### src/rtl/alu_seq_pkg.sv
// Shared op codes, compare-flag encodings and FSM states for the sequential ALU.
package alu_seq_pkg;

    localparam logic [3:0] OP_AND = 4'b0000;
    localparam logic [3:0] OP_OR  = 4'b0001;
    localparam logic [3:0] OP_XOR = 4'b0010;
    localparam logic [3:0] OP_ADD = 4'b0011;
    localparam logic [3:0] OP_SUB = 4'b0100;
    localparam logic [3:0] OP_CMP = 4'b0101;
    localparam logic [3:0] OP_NOT = 4'b0110;
    localparam logic [3:0] OP_SLL = 4'b0111;
    localparam logic [3:0] OP_MUL = 4'b1000;
    localparam logic [3:0] OP_DIV = 4'b1001;
    localparam logic [3:0] OP_SRA = 4'b1010;

    localparam logic [1:0] FLG_GT = 2'b00;
    localparam logic [1:0] FLG_EQ = 2'b01;
    localparam logic [1:0] FLG_LT = 2'b10;

    typedef enum logic [1:0] {
        S_IDLE = 2'd0,
        S_MUL  = 2'd1,
        S_DIV  = 2'd2
    } state_t;

endpackage

### src/rtl/alu_seq_iter.sv
// Iterative datapath: shift-add multiply, or restoring divide when ALU_SEQ_DIV_EN is defined.
// Latency: loads on start, then WIDTH steps; res is the final value during the step where last=1.
// Backpressure: none; the caller gates start/step.
module alu_seq_iter
    import alu_seq_pkg::*;
#(
    parameter int WIDTH = 32,
    parameter int SHW   = $clog2(WIDTH)
) (
    input  logic             clk,
    input  logic             rst_n,
    input  logic             start,
    input  logic             step,
`ifdef ALU_SEQ_DIV_EN
    input  logic             div_mode,
`endif
    input  logic [WIDTH-1:0] a,
    input  logic [WIDTH-1:0] b,
    output logic             last,
    output logic [WIDTH-1:0] res
);

    logic [SHW-1:0]   cnt;
    logic [WIDTH-1:0] acc, x, y;
    logic [WIDTH-1:0] acc_nxt, x_nxt, y_nxt;
`ifdef ALU_SEQ_DIV_EN
    logic [WIDTH:0]   rem_sh;
    logic             ge;
`endif

    // x is the multiplicand (mul) or divisor (div); y is the multiplier or the dividend/quotient
    always_comb begin
        acc_nxt = acc + (y[0] ? x : '0);
        x_nxt   = x << 1;
        y_nxt   = y >> 1;
        res     = acc_nxt;
`ifdef ALU_SEQ_DIV_EN
        rem_sh  = {acc, y[WIDTH-1]};
        ge      = (rem_sh >= {1'b0, x});
        if (div_mode) begin
            acc_nxt = ge ? (rem_sh[WIDTH-1:0] - x) : rem_sh[WIDTH-1:0];
            x_nxt   = x;
            y_nxt   = {y[WIDTH-2:0], ge};
            res     = y_nxt;
        end
`endif
    end

    assign last = (cnt == '0);

    always_ff @(posedge clk or negedge rst_n) begin
        if (!rst_n) begin
            cnt <= '0;
            acc <= '0;
            x   <= '0;
            y   <= '0;
        end else if (start) begin
            cnt <= SHW'(WIDTH - 1);
            acc <= '0;
`ifdef ALU_SEQ_DIV_EN
            x   <= div_mode ? b : a;
            y   <= div_mode ? a : b;
`else
            x   <= a;
            y   <= b;
`endif
        end else if (step) begin
            cnt <= cnt - 1'b1;
            acc <= acc_nxt;
            x   <= x_nxt;
            y   <= y_nxt;
        end
    end

endmodule

### src/rtl/alu_seq.sv
// Handshaked ALU with registered result/flags; optional divider under ALU_SEQ_DIV_EN.
// Latency: 1 edge for logic/arith/shift/CMP, WIDTH edges for MUL (and DIV).
// Backpressure: in_ready drops while iterating or while an unconsumed result is held.
module alu_seq
    import alu_seq_pkg::*;
#(
    parameter int WIDTH = 32,
    parameter int SHW   = $clog2(WIDTH)
) (
    input  logic             clk,
    input  logic             rst_n,
    input  logic             in_valid,
    output logic             in_ready,
    input  logic [WIDTH-1:0] a,
    input  logic [WIDTH-1:0] b,
    input  logic [3:0]       op,
    output logic             out_valid,
    input  logic             out_ready,
    output logic [WIDTH-1:0] result,
    output logic [1:0]       flags,
    output logic             busy
);

    state_t           state, state_nxt;
    logic             accept, is_iter, step, last;
    logic [WIDTH-1:0] alu_res, iter_res;

    assign step     = (state != S_IDLE);
    assign busy     = step;
    assign in_ready = (state == S_IDLE) && (!out_valid || out_ready);
    assign accept   = in_valid && in_ready;

`ifdef ALU_SEQ_DIV_EN
    logic div_mode;
    assign div_mode = (state == S_DIV) || ((state == S_IDLE) && (op == OP_DIV));
    assign is_iter  = (op == OP_MUL) || (op == OP_DIV);
`else
    assign is_iter  = (op == OP_MUL);
`endif

    always_comb begin
        alu_res = '0;
        case (op)
            OP_AND:  alu_res = a & b;
            OP_OR:   alu_res = a | b;
            OP_XOR:  alu_res = a ^ b;
            OP_ADD:  alu_res = a + b;
            OP_SUB:  alu_res = a - b;
            OP_CMP:  alu_res = a - b;
            OP_NOT:  alu_res = ~a;
            OP_SLL:  alu_res = a << b[SHW-1:0];
            OP_SRA:  alu_res = $signed(a) >>> b[SHW-1:0];
            default: alu_res = '0;
        endcase
    end

    alu_seq_iter #(.WIDTH(WIDTH), .SHW(SHW)) u_iter (
        .clk      (clk),
        .rst_n    (rst_n),
        .start    (accept && is_iter),
        .step     (step),
`ifdef ALU_SEQ_DIV_EN
        .div_mode (div_mode),
`endif
        .a        (a),
        .b        (b),
        .last     (last),
        .res      (iter_res)
    );

    always_comb begin
        state_nxt = state;
        case (state)
            S_IDLE: begin
                if (accept && (op == OP_MUL))
                    state_nxt = S_MUL;
`ifdef ALU_SEQ_DIV_EN
                else if (accept && (op == OP_DIV))
                    state_nxt = S_DIV;
`endif
            end
            S_MUL, S_DIV: if (last) state_nxt = S_IDLE;
            default:      state_nxt = S_IDLE;
        endcase
    end

    always_ff @(posedge clk or negedge rst_n) begin
        if (!rst_n) state <= S_IDLE;
        else        state <= state_nxt;
    end

    // Starting an iterative op consumes any held result, so out_valid drops until it finishes
    always_ff @(posedge clk or negedge rst_n) begin
        if (!rst_n) begin
            result    <= '0;
            out_valid <= 1'b0;
        end else if (step && last) begin
            result    <= iter_res;
            out_valid <= 1'b1;
        end else if (accept && !is_iter) begin
            result    <= alu_res;
            out_valid <= 1'b1;
        end else if (accept || out_ready) begin
            out_valid <= 1'b0;
        end
    end

    // Signed compare, independent of the wrapped difference
    always_ff @(posedge clk or negedge rst_n) begin
        if (!rst_n)
            flags <= FLG_GT;
        else if (accept && (op == OP_CMP))
            flags <= ($signed(a) == $signed(b)) ? FLG_EQ :
                     ($signed(a) <  $signed(b)) ? FLG_LT : FLG_GT;
    end

endmodule

### config.mk
export PLATFORM = sky130hd
export DESIGN_NAME = alu_seq
export DESIGN_NICKNAME = d
export VERILOG_FILES = /design/src/rtl/alu_seq_pkg.sv /design/src/rtl/alu_seq_iter.sv /design/src/rtl/alu_seq.sv
export SDC_FILE = /design/constraint.sdc
export NUM_CORES = 1
export LEC_CHECK = 0
export CAP_MARGIN = 0
export CORE_UTILIZATION = 52
export CTS_CLUSTER_SIZE = 10
export DETAILED_ROUTE_END_ITERATION = 16
export HOLD_SLACK_MARGIN = 0.15
export PLACE_DENSITY_LB_ADDON = 0.05
export SYNTH_ARGS = -nofsm -noshare
export SYNTH_HDL_FRONTEND = slang
export SYNTH_SLANG_ARGS = --single-unit
### constraint.sdc
create_clock -name clk -period 4 [get_ports clk]
set_clock_uncertainty 0.15 [all_clocks]
set_input_delay 0.4 -clock clk [delete_from_list [all_inputs] [get_ports clk]]
set_output_delay 0.4 -clock clk [all_outputs]
set_load 0.1 [all_outputs]
## Word-level counts from Yosys, hierarchy flattened

Index checks and enable logic that the tools add are counted.
Widths: inputs -> output; s select.

- Reductions and logical operators: 20
- Eq/ne operators: 14
- $lt $le $gt $ge: 1
- Bitwise logic cells: 4
- Shift operators: 2
- $add $sub $neg: 4
- Muxes and demuxes: 20

Operator list:

| operator | number |
|---|---|
| $mux 32 | 9 |
| $pmux 32 s8 | 1 |
| $add 32x32->32 | 2 |
| $and 32x32->32 | 1 |
| $eq 32x32->1 | 1 |
| $lt 32x32->1 | 1 |
| $not 32->32 | 1 |
| $or 32x32->32 | 1 |
| $shl 32x5->32 | 1 |
| $sshr 32x5->32 | 1 |
| $sub 32x32->32 | 1 |
| $xor 32x32->32 | 1 |
| $eq 4x3->1 const B | 4 |
| $mux 5 | 2 |
| $eq 4x2->1 const B | 2 |
| $eq 4x4->1 const B | 2 |
| $mux 2 | 4 |
| $logic_and 1x1->1 | 6 |
| $reduce_bool 2->1 | 3 |
| $logic_not 5->1 | 1 |
| $sub 5x1->5 const B | 1 |
| $eq 4x1->1 const B | 1 |
| $logic_not 4->1 | 1 |
| $pmux 2 s2 | 1 |
| 11 further kinds | 16 |

- Word-level logic and storage cells: 73
- Output and inout bits: 37
- Bits in registers: 138

## Longest topological paths before layout

- Depth after elaboration: 8
- Mapped depth: 16
- Mapped depth without buffers: 15

## By module

Synthesis repeated with hierarchy kept, for this count alone.

- Cells, all modules: 2101
- Area total of the unflattened synthesis: 17115.2 um2

By module, submodules not included:

| module | cells each | area each (um2) | instances |
|---|---|---|---|
| alu_seq | 1382 | 10565.1 | 1 |
| alu_seq_iter | 719 | 6550.0 | 1 |

## Least setup slack after synthesis

OpenSTA, ideal clock, no wires.

- Kind: input-to-reg
- Start: in b[2]
- End: reg result[28]
- Cell stages on the path: 16
- Data arrival time: 3.915 ns
- Path slack: -0.209 ns
- Path through: inv_1 clkbuf_1 buf_1 ha_1 buf_6 nor2b_4 o31ai_4 a21oi_2 a221o_1 o31a_1 a2111oi_4 o21ai_2 a31oi_1 xnor2_1 a221oi_2 o221ai_1

- Cells in the longest elaborated chain, start to end: 4
- Elaborated cells on any way between the ends: 7

Ends and longest elaborated chain:

| item | RTL line | text |
|---|---|---|
| start, declared | alu_seq.sv:15 | `input logic [WIDTH-1:0] b,` |
| $sub 32x32->32, or another cell as far along | alu_seq.sv:48, alu_seq.sv:49 |  |
| $pmux 32 s8 * | alu_seq.sv:43 | `case (op)` |
| $mux 32 * | alu_seq.sv:100 | `end else if (accept && !is_iter) begin` |
| $mux 32 * | alu_seq.sv:97 | `end else if (step && last) begin` |
| end signal, assigned | alu_seq.sv:98 | `result <= iter_res;` |
| end signal, assigned | alu_seq.sv:101 | `result <= alu_res;` |
| end, declared | alu_seq.sv:19 | `output logic [WIDTH-1:0] result,` |

Mark *: on every way between the ends. The rest lies on a longest branch, timed or not. The select of a mux whose other input is x is not followed.
A chain may end at the register's enable or synchronous reset.

## Worst setup path in the final report

- Start: reg u_iter.y[0]
- End: reg result[31]

- Cells in the longest elaborated chain, start to end: 3

Ends and longest elaborated chain:

| item | RTL line | text |
|---|---|---|
| start, declared | alu_seq_iter.sv:24 | `logic [WIDTH-1:0] acc, x, y;` |
| start signal, assigned | alu_seq_iter.sv:71 | `y <= y_nxt;` |
| $mux 32 | alu_seq_iter.sv:33 | `acc_nxt = acc + (y[0] ? x : '0);` |
| $add 32x32->32 | alu_seq_iter.sv:33 |  |
| $mux 32 | alu_seq.sv:97 |  |

No other way between the ends.

==> key figures <==
Drt
  • Wire per inst: 24.9 µm
  • Via density: 6.68
  • DRC violations left: 0
  • Antenna Nets Post-Route: 0
  • Drt pass-1 iters: 8
  • Total wire length: 67700 µm
  • Routed via count: 18200
  • DRT iter0 DRCs: 2401

Synth
  • Yosys reg bits: 137
  • Mapped Cells: 2142
  • Synth Net Count: 2354
  • Syn Area/Cell: 7.44 µm²
  • Cell Area, Synth: 15900 µm²
  • Synth Warn #: 0
  • Main flop type after synthesis: dfrtp_1
  • Synth cell types: 73
  • Sequential-to-total area share from yosys stat: 21.5%
  • Post-synth ARST share: 100%
  • EDFF count, synth: 0

Clock network
  • Max Buffers Root-to-Sink: 2
  • Clock-pin transition on the worst setup and hold timing paths: 70 ps
  • Htree depth: 4
  • TritonCTS clock tree: done
  • Clk_lat worst skew: 460 ps
  • Root Buffer: clkbuf_16
  • CTS Buf Count: 17
  • Sink Count: 137

Worst setup path
  • Worst Path Max Fanout: 9
  • CP top delay family: compound AO/OA/AOI/OAI gates
  • Required time worst endpoint: 4190 ps
  • CP dominant cell by count: buf_4
  • CP cell instances: buf_4, and2_1, ha_1, or3_1, nand2b_1, o211ai_1, o21a_1, nor3_1, o41ai_2, buf_4, o21ai_1, a221oi_2, xnor2_2, a221o_1
  • CP Launch Type: flop
  • WP data arrival: 4040 ps
  • Critical path capture point type: flop
  • Worst path slowest cell: dfrtp_1
  • CP max stage delay: 410 ps
  • WS Path Type: reg2reg
  • CP bufs+invs: 2

Floorplan
  • Initial core utilization: 53.3%
  • Ports: 109
  • Core Box Area: 29900 µm²
  • Die height: 177 µm
  • Die Footprint: 31300 µm²
  • Die X: 177 µm
  • Row Count: 63

Placed design
  • Port-buffer cells: 108
  • Inst Count DP: 2684
  • Pre-CTS WS: -189 ps
  • Placer Congestion: 1.02
  • Placed wire-length estimate: 52200 µm
  • Placement Cell Area: 18500 µm²

Pwr
  • Power Total: 9.22 mW
  • Peak supply drop: 0.000326 V
  • Leak: 8.78 nW
  • PwrDens: 480 nW/µm²

Status
  • Status: finished clean

Run
  • Max-Cap Viols: 0

GRT
  • Antenna violations before repair: 1
  • GRT Overall Usage: 43.2%
  • First-pass GRT wire length: 102000 µm
  • Vias in the first global route: 17100
  • Pin count of the biggest net entering global routing: 92
  • Grt total ovfl: 0

Worst hold path
  • Hold WC Path Type: in2reg

Cells and area
  • Fin area: 19200 µm²
  • P&R area growth vs syn: 20.4%
  • Post-Layout Cell Count: 2721
  • NumNets Final: 2529
  • Fin util: 64.2%
  • Share of layout cells above drive strength 1: 13.6%

Timing
  • Fin worst setup slack: 147 ps
  • Rel. slew slack: 34.1%
  • Worst-Margin Slew: 985 ps
  • Max Clk Rate: 260 MHz
  • Period utilization: 96.3%
  • Hold_ws: 349 ps
  • Total Neg Setup Slack: 0 ps
  • Endpoints failing setup: 0
  • Final worst path period need: 3850 ps
  • Max Slew Vio Count: 0
  • Final hold violations: 0
## what timing repair did
action / CTS / global route
setup endpoints to repair: 2 / 8
gates resized for setup: 2 / 15
hold endpoints to repair: 84 / 0
hold buffers: 2 / 0
buffers inserted: 0 / 2
pin swaps: 0 / 5
## area by class of cell
cell class,instances,area (µm²)
diodes,1,2.50
clock buffers,17,425
clock inverters,15,149
fillers,2587,10700
inverters,106,398
multi-input cells,1741,11600
flip-flops and latches,137,3430
well taps,390,488
repair buffers,314,2690
## report_power, final
part	switching, mW	internal, mW
combinational	3.48	1.79
sequential	0.390	1.93
clock	0.791	0.833
## path summary, 6_finish.rpt
kind	from	end	slack [ps]	cells past startpoint
max reg2reg	u_iter.y[0]	result[31]	150	14
min in group asynchronous	rst_n	u_iter.acc[3]	400	2
max	u_iter.y[0]	result[31]	150	14
min reg2reg	u_iter.x[18]	u_iter.x[18]	360	2
min	b[1]	u_iter.y[1]	350	4
max in group asynchronous	rst_n	u_iter.y[26]	2240	3
## layout by cell type (no fill, tap or decap), types with 7 or more instances in the layout
cell / n
o21ai_1: 8
a21oi_1: 178
o22ai_1: 28
nor2_1: 192
o211ai_1: 27
mux2i_1: 80
nand2_1: 299
o21ai_0: 188
xnor2_1: 34
inv_1: 104
a221oi_1: 31
and2_1: 37
nand2b_1: 19
a221o_1: 16
a31oi_1: 20
dfrtp_1: 136
o21a_1: 21
a22oi_1: 48
or3_1: 9
nor3_1: 36
xor2_1: 12
a211oi_1: 21
and3_1: 9
nand4_1: 13
o21bai_1: 16
nor4_1: 7
o221ai_1: 29
nand3_1: 36
ha_1: 137
buf_4: 200
mux2_2: 13
clkdlybuf4s50_1: 102
clkbuf_16: 17
a21o_1: 30
nor2b_1: 14
o31ai_1: 16
mux4_2: 21
or2_2: 7
## registers in the layout, indices dropped and copies added (netlist names)
signal and count:
u_iter.y 32, u_iter.cnt 5, out_valid 1, flags 2, state 1, u_iter.acc 32, result 32, u_iter.x 32
## worst min-delay path, cell delays in order
cell and delay (ps):
buf_4 120, buf_12 210, nand2_1 90, o21ai_0 80
## routing by layer
layer  track usage (%)  share of wire [%]  vias to the layer above
met3              10.5                 13                      181
met2              64.2                 42                     1275
met1              60.0                 41                     8597
li1                  -                  -                     8121
met5                 0                  0                        -
met4              16.2                3.8                        0
## Yosys cell counts, types with 36 or more instances
cell / instances / area (µm²)
a22oi_1: 48 / 360
nor3_1: 36 / 180
a21oi_1: 182 / 911
clkbuf_1: 120 / 450
o21ai_0: 189 / 946
nand2_1: 299 / 1120
and2_1: 37 / 231
dfrtp_1: 137 / 3430
nand3_1: 36 / 180
mux2i_1: 81 / 811
inv_1: 105 / 394
ha_1: 137 / 1710
nor2_1: 194 / 728
## logic make-up after synthesis
family | synth area share, %
AO/OA/AOI/OAI | 30.2
AND/OR/NAND/NOR | 19.2
buffers and inverters | 6.38
adder cells (fa/ha/maj) | 11.1
flip-flops | 21.5
multiplexers | 8.98
XOR/XNOR | 2.58
Note: power is estimated with default switching activity, not from simulation.
==> variant, RTL diff (same flow settings) <==
The 3 states of `state_t` get a one-hot encoding in 3 bits.
--- a/src/rtl/alu_seq_pkg.sv
+++ b/src/rtl/alu_seq_pkg.sv
@@ -19,6 +19,6 @@
 
-    typedef enum logic [1:0] {
-        S_IDLE = 2'd0,
-        S_MUL  = 2'd1,
-        S_DIV  = 2'd2
+    typedef enum logic [2:0] {
+        S_IDLE = 3'b001,
+        S_MUL  = 3'b010,
+        S_DIV  = 3'b100
     } state_t;
Function: same outputs for any inputs over 4 cycles, from zero or initial values and one cycle with rst_n low; so few cycles prove little.
==> variant against the unedited design <==
  * Final cell count is 0.62% higher
  * Critical endpoint is now result[21]
  * Sequential cell count is 1 higher
  * Largest power group unchanged
  * Cell area is 2.7% higher
  * Wire length is 6.2% higher
  * Non-clock buffer count is 25 lower
  * Synthesized area is 5.8% higher
  * Power is 25% lower
  * Core utilization is 2.1 points lower
  * Fmax is 0.50% lower
  * Worst setup slack worse by 19 ps
  * Largest cell class unchanged
  * Critical path type is now in2reg
  * Count of clock-buffer cells in the layout is 3 higher
  * Global-route usage is 0.16 points lower
==> variant: results (changes against the unedited design) <==
set qor(outcome) {completed}
set qor(grtUsageMet2) 0.6526 ;# +0.01080
set qor(timing_worst_slew_pin_value_ps) 1311 ;# +326.1 ps
set qor(firstDrtPassIters) 9 ;# +1
set qor(postSynthRegisterBits) 138 ;# +0.73%
set qor(worstRegToRegCells) 13 ;# -1
set qor(synth_top_cells_by_area) {sky130_fd_sc_hd__dfrtp_1 20%, sky130_fd_sc_hd__ha_1 10%, sky130_fd_sc_hd__nand2_1 6.5%}
set qor(wl_met1_um) 29720 ;# +6.3%
set qor(num-nonclk-inverters) 114 ;# +7.5%
set qor(drive_above_1_share) 0.1340 ;# -0.001633
set qor(multi_input_gate_share_of_the_layout_cell_area) 0.6219 ;# +0.01724
set qor(post_route_hold_slack_ps) 238.9 ;# -110.2 ps
set qor(syn-cell-area_um2) 16860 ;# +5.8%
set qor(place_ws_ps) -0.8347 ;# +187.9 ps
set qor(groute.layer.met1.usage) 0.5936 ;# -0.006546
set qor(fin_nets) 2535 ;# +0.24%
set qor(synth.lib_cells_used.distinct) 98 ;# +34%
set qor(grtUsageMet3) 0.1034 ;# -0.002083
set qor(first_iter_violations) 2758 ;# +15%
set qor(critPathMaxFanout) 65 ;# +56
set qor(clk_share) 0.02851 ;# -0.001426
set qor(first_global_vias) 17772 ;# +4.2%
set qor(critical_path.reg2reg.startpoint) {u_iter.x[0]}
set qor(detailedPlacementHpwl_um) 54820 ;# +5.1%
set qor(n_antenna_cell) 0 ;# -1
set qor(dr_total_vias) 18897 ;# +4.0%
set qor(buffers_outside_the_clock_class) 289 ;# -8.0%
set qor(average_size_of_a_mapped_cell_um2) 7.668 ;# +3.1%
set qor(clock_buffer_count) 20 ;# +3
set qor(synth_sequential_area_ratio) 0.2049 ;# -0.01029
set qor(synthesis.nets) 2411 ;# +2.4%
set qor(wirelength_um) 71900 ;# +6.2%
set qor(critical-path-max-stage-delay_ps) 620 ;# +210 ps
set qor(hold_depth) 3 ;# -1
set qor(sh_seq_area) 0.1753 ;# -0.003583
==> variant: changes by cell type after synthesis, sizes merged, moves of 13 or more <==
cell / change
mux4: +23
o21ai: -62
a221oi: -13
o21a: -17
nor4: +17
nand3: +22
clkbuf: +18
a31oi: +36
xnor2: -13
==> variant: logic make-up after synthesis <==
| kind of cell | synth area share |
|---|---|
| xor+xnor | 0.02078 |
| compound gates | 0.2843 |
| simple gates | 0.1989 |
| flops | 0.2049 |
| buf+inv | 0.07153 |
| fa+ha+maj | 0.1052 |
| mux | 0.1145 |
==> variant: worst max-delay path by stage <==
stage | from | endpoint | slack [ps] | cells past startpoint
5_1_grt | u_iter.y[0] | result[30] | -10 | 13
4_1_cts | u_iter.x[0] | result[30] | 120 | 13
2_1_floorplan | b[2] | result[24] | 120 | 15
3_3_place_gp | op[0] | result[3] | 50 | 10
6_report | b[0] | result[21] | 130 | 12
3_5_place_dp | a[21] | result[3] | -0.8 | 10
